==> config.mk <==
export PLATFORM = sky130hd
export DESIGN_NAME = user_wb_gpio
export DESIGN_NICKNAME = d
export VERILOG_FILES = /design/src/rtl/user_wb_gpio.sv
export SDC_FILE = /design/constraint.sdc
export NUM_CORES = 1
export LEC_CHECK = 0
export ABC_AREA = 1
export CORE_MARGIN = 3
export CORE_UTILIZATION = 54
export DETAILED_ROUTE_END_ITERATION = 16
export GPL_TIMING_DRIVEN = 0
export PLACE_DENSITY = 0.9
export SLEW_MARGIN = 20
export SYNTH_ARGS = -nofsm -noshare
export SYNTH_HDL_FRONTEND = slang
export SYNTH_SLANG_ARGS = --single-unit
==> constraint.sdc <==
create_clock -name wb_clk_i -period 3.5 [get_ports wb_clk_i]
set_input_delay 0.7 -clock wb_clk_i [delete_from_list [all_inputs] [get_ports wb_clk_i]]
set_output_delay 0.7 -clock wb_clk_i [all_outputs]
set_load 0.01 [all_outputs]
==> src/rtl/user_wb_gpio.sv <==
// Wishbone classic GPIO responder for the user area: output/enable/input registers,
// a pad-input synchronizer, and a maskable rising-edge interrupt on irq[0].
`timescale 1ns/1ps
module user_wb_gpio #(
    parameter logic [31:0] BASE_ADDR = 32'h3000_0000,
    parameter int          NPINS     = 24
) (
    input  logic             wb_clk_i,
    input  logic             wb_rst_i,
    input  logic             wbs_stb_i,
    input  logic             wbs_cyc_i,
    input  logic             wbs_we_i,
    input  logic [3:0]       wbs_sel_i,
    input  logic [31:0]      wbs_adr_i,
    input  logic [31:0]      wbs_dat_i,
    output logic             wbs_ack_o,
    output logic [31:0]      wbs_dat_o,
    input  logic [NPINS-1:0] io_in,
    output logic [NPINS-1:0] io_out,
    output logic [NPINS-1:0] io_oeb,
    output logic [2:0]       irq
);
    // Handshake: a request (cyc & stb & window hit) seen in IDLE is accepted on
    // the next rising edge, which moves to ACK for exactly one cycle; ACK always
    // returns to IDLE, so a held strobe gives ack 1,0,1,0.
    typedef enum logic {
        IDLE = 1'b0,
        ACK  = 1'b1
    } state_t;

    localparam logic [31:0] ID_VALUE = 32'h4750_494F;

    state_t           state;
    state_t           state_next;
    logic             req;
    logic             accept;
    logic             wr_strobe;
    logic             rd_strobe;
    logic [2:0]       reg_sel;
    logic [31:0]      byte_mask;
    logic [NPINS-1:0] data_out;
    logic [NPINS-1:0] oeb;
    logic [NPINS-1:0] irq_en;
    logic [NPINS-1:0] irq_stat;
    logic [NPINS-1:0] stat_clr;
    logic [NPINS-1:0] stat_next;
    logic [NPINS-1:0] sync1;
    logic [NPINS-1:0] sync2;
    logic [NPINS-1:0] sync3;
    logic [NPINS-1:0] pin_rise;
    logic [31:0]      rd_mux;
    logic [31:0]      rd_data;
    logic             irq0;
    logic             unused_adr;

    function automatic logic [NPINS-1:0] merge(input logic [NPINS-1:0] cur,
                                               input logic [31:0] wdat,
                                               input logic [31:0] wmask);
        logic [NPINS-1:0] res;
        for (int i = 0; i < NPINS; i++) begin
            res[i] = wmask[i] ? wdat[i] : cur[i];
        end
        return res;
    endfunction

    function automatic logic [31:0] widen(input logic [NPINS-1:0] v);
        logic [31:0] res;
        res = '0;
        for (int i = 0; i < NPINS; i++) begin
            res[i] = v[i];
        end
        return res;
    endfunction

    assign req        = wbs_cyc_i & wbs_stb_i & (wbs_adr_i[31:8] == BASE_ADDR[31:8]);
    assign reg_sel    = wbs_adr_i[4:2];
    assign byte_mask  = {{8{wbs_sel_i[3]}}, {8{wbs_sel_i[2]}},
                         {8{wbs_sel_i[1]}}, {8{wbs_sel_i[0]}}};
    assign accept     = (state == IDLE) & req;
    assign wr_strobe  = accept & wbs_we_i;
    assign rd_strobe  = accept & ~wbs_we_i;
    assign unused_adr = &{1'b0, wbs_adr_i[7:5], wbs_adr_i[1:0]};

    always_comb begin
        state_next = state;
        case (state)
            IDLE:    if (req) state_next = ACK;
            ACK:     state_next = IDLE;
            default: state_next = IDLE;
        endcase
    end

    always_comb begin
        rd_mux = '0;
        case (reg_sel)
            3'd0:    rd_mux = widen(data_out);
            3'd1:    rd_mux = widen(oeb);
            3'd2:    rd_mux = widen(sync2);
            3'd3:    rd_mux = widen(irq_en);
            3'd4:    rd_mux = widen(irq_stat);
            3'd5:    rd_mux = ID_VALUE;
            default: rd_mux = '0;
        endcase
    end

    // A new edge in the same cycle as a W1C write must survive, so set is OR-ed last.
    always_comb begin
        stat_clr = '0;
        if (wr_strobe && reg_sel == 3'd4) begin
            for (int i = 0; i < NPINS; i++) begin
                stat_clr[i] = wbs_dat_i[i] & byte_mask[i];
            end
        end
    end

    assign pin_rise  = sync2 & ~sync3;
    assign stat_next = (irq_stat & ~stat_clr) | (pin_rise & irq_en);

    always_ff @(posedge wb_clk_i) begin
        if (wb_rst_i) begin
            state    <= IDLE;
            data_out <= '0;
            oeb      <= '1;
            irq_en   <= '0;
            irq_stat <= '0;
            sync1    <= '0;
            sync2    <= '0;
            sync3    <= '0;
            rd_data  <= '0;
            irq0     <= 1'b0;
        end else begin
            state <= state_next;
            if (wr_strobe) begin
                case (reg_sel)
                    3'd0:    data_out <= merge(data_out, wbs_dat_i, byte_mask);
                    3'd1:    oeb      <= merge(oeb, wbs_dat_i, byte_mask);
                    3'd3:    irq_en   <= merge(irq_en, wbs_dat_i, byte_mask);
                    default: ;
                endcase
            end
            irq_stat <= stat_next;
            sync1    <= io_in;
            sync2    <= sync1;
            sync3    <= sync2;
            // Cleared whenever not loading, so read data is zero outside the ack cycle.
            rd_data  <= rd_strobe ? rd_mux : '0;
            irq0     <= |(irq_stat & irq_en);
        end
    end

    assign wbs_ack_o = (state == ACK);
    assign wbs_dat_o = rd_data;
    assign io_out    = data_out;
    assign io_oeb    = oeb;
    assign irq       = {2'b00, irq0};

endmodule

==> impl_metrics.tcl, run 1 <==
set metrics [dict create \
    yosys.area.top_type "dfxtp_1" \
    avgViaCountPerCell 5.32 \
    via_count 8027 \
    cp-end-kind "flip-flop" \
    status "complete, no violations" \
    ys_types 30 \
    synth.avg_cell_area_um2 7.07 \
    grt-ovfl-total 0 \
    clk_latency_ps 430 \
    worst_pin_slew_ps 819 \
    synthCells 1137 \
    p_leak_nw 4.69 \
    die_y_um 128 \
    worstPathRequired_ps 3840 \
    drcViolationCount 0 \
    finalWeightedCongestion 0.972 \
    synth-main-ff-cell "dfxtp_1" \
    rsz0062_at_grt "false" \
    design_area_um2 10400 \
    portBuffers 155 \
    final_common_cell "nand2_1" \
    met3_usage_pct 7.50 \
    grt_use_total_pct 29.7 \
    final_util_pct 73.5 \
    seq_area_frac_synth_pct 48.6 \
    peakVddDrop_uv 342 \
    fin_skew_ps 7.43 \
    root_buffer "clkbuf_16" \
    regArea_um2 3900 \
    finalSetupViolCount 0 \
    worst_setup_path_start_kind "input pin" \
    post-cts-setup-buffers 0 \
    synth_area_leaders "dfxtp_1 49%, nand2_1 12%, nor2_1 12%, inv_1 7.7%, nand4_1 4.2%" \
    clkTransAtPathRegs_ps 70 \
    grt_pass1_vias 7275 \
    core_area_um2 14200 \
    synth_async_sr_flop_share_pct 0 \
    grt_pass1_wl_um 37800 \
    num_antenna_cells 0 \
    die_area_um2 16400 \
    grt_max_degree 19 \
    drt_wl_total_um 24600 \
    first_pass_iters 6 \
    fmax_mhz 393 \
    maxSlewHeadroom_pct 45.4 \
    busiest_layer "met2" \
    setup_tns_ps 0 \
    most-common-layout-cells "264 x nand2_1, 249 x nor2_1, 195 x dfxtp_1, 165 x inv_1, 155 x clkdlybuf4s50_1" \
    antenna_found_initial 0 \
    fin_crit_sh_pct 72.7 \
    pin_count 181 \
    crit_fanout 10 \
    routedWlPerCell_um 16.3 \
    drv_cap 0 \
    synth_edf_count 0 \
    hold_buffers 0 \
    cts_buffers 17 \
    pwr_density_cell_nw_per_um2 436 \
    nets 1413 \
    start_util_pct 56.6 \
    die_w_um 128 \
    clockBufferDepth 2 \
    crit_type "input pin to flip-flop" \
    ctsResizeCount 0 \
    postRouteAntennaNets 0 \
    hold_path_class "flip-flop to flip-flop" \
    postPlaceCellArea_um2 9830 \
    use_met1_pct 37.6 \
    final_hold_viol_count 0 \
    power_mw 4.55 \
    clock_sinks 195 \
    hpwlAfterDp_um 18400 \
    finalMaxSlewViolations 0 \
    cp.arrival_ps 2890 \
    rows 43 \
    synth_area_um2 8030 \
    drt_iter0_markers 1110 \
    synth.top_cell.area_share_pct 48.6 \
    yosys_register_bits 195 \
    multi_input_area_um2 3190 \
    cts_tree "built" \
    fin_crit_ps 2550 \
    area_growth_pct 29.9 \
    htreeDepth 4 \
    drive_gt1_share_pct 5.79 \
    n_fill_cell 1139 \
    yosys_warnings 0 \
    met2_usage_pct 47.3 \
]
[stage by stage]
stage,setup slack (ps),cells,hold WS [ps]
floorplan,1590,1142,388
global placement,672,1477,391
detailed placement,645,1477,392
CTS,1090,1509,402
global route,843,1509,421
finish,954,1509,401
[sequential cells by signal (all words and copies together) (netlist names)]
name and cells:
io_oeb 24, io_out 24, irq0 1, irq_en 24, irq_stat 24, sync1 24
sync2 24, sync3 24, wbs_ack_o 1, wbs_dat_o 25
[worst max-delay path, cell delays in order]
cell and delay [ps]:
clkdlybuf4s50_1 500, nor2_1 180, nand2_1 230, inv_1 230, clkbuf_1 520, a21oi_1 280
a31oi_1 250
[layer usage]
metal / wire (µm) / part of all wire [%]
met1: 9440 / 38
met5: 55 / 0.22
met4: 951 / 3.9
met3: 2950 / 12
met2: 11200 / 46
[logic make-up after synthesis]
group	count (synthesis)	share of synthesized area (%)
buffers and inverters	233	11.9
other	1	0.0467
and+or+nand+nor	610	32.2
DFF	195	48.6
AOI/OAI and AO/OA	98	7.29
[cells in the mapped netlist, types with 2 or more instances]
cell type / instances
a31oi_1: 15
nand4_2: 9
buf_1: 5
inv_1: 165
a21oi_1: 53
buf_6: 3
a22oi_1: 4
buf_4: 10
clkbuf_1: 31
o21ai_0: 3
buf_2: 16
a22o_1: 2
dfxtp_1: 195
nand4_1: 54
o22ai_1: 11
nor3_1: 3
nor2_1: 249
nand3_1: 26
nand2_1: 264
a41oi_1: 9
[power by group]
| group | internal, mW | switching [mW] |
|---|---|---|
| registers | 2.25 | 0.0115 |
| clock network | 1.10 | 0.893 |
| logic | 0.120 | 0.183 |
[layout make-up]
type / instances / share of cell area [%]
buffer: 66 / 3.15
timing repair buffer: 155 / 14.9
inverter: 167 / 6.01
multi-input combinational: 714 / 30.6
clock inverter: 14 / 1.59
clock buffer: 18 / 4.21
sequential: 195 / 37.4
tap: 180 / 2.16
[final timing paths]
check	startpoint	endpoint	slack, ps	cells past startpoint
worst min-delay path	sync1[20]	sync2[20]	400	2
worst max-delay path	wbs_adr_i[3]	wbs_dat_o[10]	950	7
worst max register to register	wbs_ack_o	io_oeb[10]	1630	8
worst min register to register	sync1[20]	sync2[20]	400	2
Note: power is estimated with default switching activity, not from simulation.
==> inputs of run 2 (changes only) <==
--- a/config.mk
+++ b/config.mk
@@ -7,10 +7,10 @@
 export LEC_CHECK = 0
 export ABC_AREA = 1
 export CORE_MARGIN = 3
-export CORE_UTILIZATION = 54
+export CORE_UTILIZATION = 45
 export DETAILED_ROUTE_END_ITERATION = 16
 export GPL_TIMING_DRIVEN = 0
-export PLACE_DENSITY = 0.9
+export PLACE_DENSITY = 0.81
 export SLEW_MARGIN = 20
 export SYNTH_ARGS = -nofsm -noshare
 export SYNTH_HDL_FRONTEND = slang
==> constraint.sdc (replaced) <==
create_clock -name wb_clk_i -period 2.3 [get_ports wb_clk_i]
set_input_delay 0.46 -clock wb_clk_i [delete_from_list [all_inputs] [get_ports wb_clk_i]]
set_output_delay 0.46 -clock wb_clk_i [all_outputs]
set_load 0.01 [all_outputs]
==> run 2 against run 1 <==
Sequential cell count stayed put. Cell count is 2.8% higher. Sequential power is 52% higher. Setup slack worse by 850 ps. Combinational power rose by 52%. Hold slack worse by 2.7 ps. Global-route usage down 4.9 points. Critical path depth unchanged. Clock-buffer cell count is 3 higher. Critical endpoint is now wbs_dat_o[8]. Sequential share of layout area barely moved. Utilization shrank 13 points. Largest power group unchanged. Highest routed layer is now met4.
==> impl_metrics.tcl, run 2 (synthesis results as in run 1) <==
set metrics [dict create \
    fin_crit_ps 2190 \
    min_path_cells 2 \
    pin_count 181 \
    worst_pin_slew_ps 835 \
    worstPathRequired_ps 2620 \
    first_pass_iters 5 \
    area_growth_pct 30.0 \
    pre_cts_ws_ps -497 \
    cp.arrival_ps 2520 \
    die_area_um2 19500 \
    hpwlAfterDp_um 18400 \
    clock_sinks 195 \
    clkTransAtPathRegs_ps 70 \
    final_cells 1552 \
    peakVddDrop_uv 495 \
    multi_input_area_um2 3190 \
    design_area_um2 10400 \
    nets 1411 \
    die_y_um 140 \
    fin_crit_sh_pct 95.4 \
    rows 48 \
    cts_buffers 17 \
    finalMaxSlewViolations 0 \
    avgViaCountPerCell 5.03 \
    cp-end-kind "flip-flop" \
    r2r-end "wbs_dat_o[8]" \
    drv_cap 0 \
    clockBufferDepth 2 \
    grt_max_degree 18 \
    p_leak_nw 4.66 \
    drive_gt1_share_pct 5.73 \
    regArea_um2 3900 \
    hp-start "sync1[1]" \
    largest_reg_flops 25 \
    final_common_cell "nand2_1" \
    crit_type "input pin to flip-flop" \
    portBuffers 155 \
    clk_latency_ps 440 \
    status "complete, no violations" \
    grt_pass1_vias 7302 \
    htreeDepth 4 \
    postPlaceCellArea_um2 9890 \
    pwr_density_cell_nw_per_um2 644 \
    most-common-layout-cells "264 x nand2_1, 249 x nor2_1, 195 x dfxtp_1, 165 x inv_1, 155 x clkdlybuf4s50_1" \
    drt_iter0_markers 821 \
    n_fill_cell 1579 \
    via_count 7812 \
    hold_path_class "flip-flop to flip-flop" \
    final_hold_viol_count 0 \
    maxSlewHeadroom_pct 44.3 \
    finalWeightedCongestion 0.957 \
    min_to "sync2[1]" \
    worst_setup_path_start_kind "input pin" \
    rsz0062_at_grt "false" \
    rr_worst_depth 7 \
    crit_fanout 10 \
    antenna_found_initial 0 \
    fmax_mhz 456 \
    r2r_slack_ps 480 \
    cts_tree "built" \
    setup_tns_ps 0 \
    grt_pass1_wl_um 38300 \
    die_w_um 140 \
    grt_use_total_pct 24.7 \
    postRouteAntennaNets 0 \
    drt_wl_total_um 24300 \
    dp_cells 1522 \
    regToRegStartpoint "wbs_ack_o" \
    post-cts-setup-buffers 0 \
    finalSetupViolCount 0 \
    ctsResizeCount 0 \
    num_antenna_cells 0 \
    setup_ws_ps 106 \
    start_util_pct 46.3 \
    fin_skew_ps 10.2 \
    core_area_um2 17400 \
    routedWlPerCell_um 15.7 \
    grt-ovfl-total 0 \
    drcViolationCount 0 \
    root_buffer "clkbuf_16" \
]
-- run 2: cell type report --
class | count | share of cell area (%)
sequential | 195 | 37.4
clock buffer | 21 | 4.51
inverter | 167 | 6.00
buffer | 64 | 3.08
clock inverter | 11 | 0.887
timing repair buffer | 155 | 14.9
multi-input combinational | 714 | 30.6
tap | 225 | 2.70
-- run 2: per-layer routing --
layer / wire [µm] / up-vias / global-route usage [%]
li1: - / 3880 / -
met1: 9990 / 3437 / 32.9
met2: 10900 / 434 / 39.3
met3: 2540 / 61 / 4.88
met4: 905 / 0 / 10.6
met5: 0 / - / 0
-- run 2: timing repair --
item,CTS,global route
hold buffers,0,0
endpoints found under the setup margin,1,1
pin swaps,0,0
-- run 2: worst max path at each step --
| stage | from | endpoint | slack, ps | cells after the start |
|---|---|---|---|---|
| 6_report | wbs_adr_i[3] | wbs_dat_o[8] | 110 | 7 |
| 5_1_grt | wbs_adr_i[3] | wbs_dat_o[8] | 40 | 7 |
| 4_1_cts | wbs_adr_i[4] | wbs_dat_o[10] | 70 | 8 |
| 2_1_floorplan | wbs_adr_i[30] | irq_stat[16] | 630 | 10 |
| 3_5_place_dp | wbs_adr_i[4] | wbs_dat_o[8] | -500 | 7 |
| 3_3_place_gp | wbs_adr_i[4] | wbs_dat_o[8] | -420 | 7 |
-- run 2: critical path, stage by stage --
cell,delay (ps)
clkdlybuf4s50_1,480
nor2_1,170
nand2_1,210
inv_1,210
clkbuf_1,460
a21oi_1,150
a41oi_1,370
-- run 2: power by group --
group	switching [mW]	leakage (nW)	internal (mW)
sequential	0.0161	1.58	3.42
clock	1.33	0.261	1.49
combinational	0.278	2.81	0.182
-- run 2: through the flow --
stage | hold slack (ps) | util [%] | power [mW]
2_1_floorplan | 388 | - | 3.72
6_report | 398 | 60.2 | 6.72
5_1_grt | 413 | 60.2 | 6.94
4_1_cts | 399 | 60.2 | 6.74
3_3_place_gp | 394 | 57.0 | 3.97
3_5_place_dp | 392 | 57.0 | 3.97
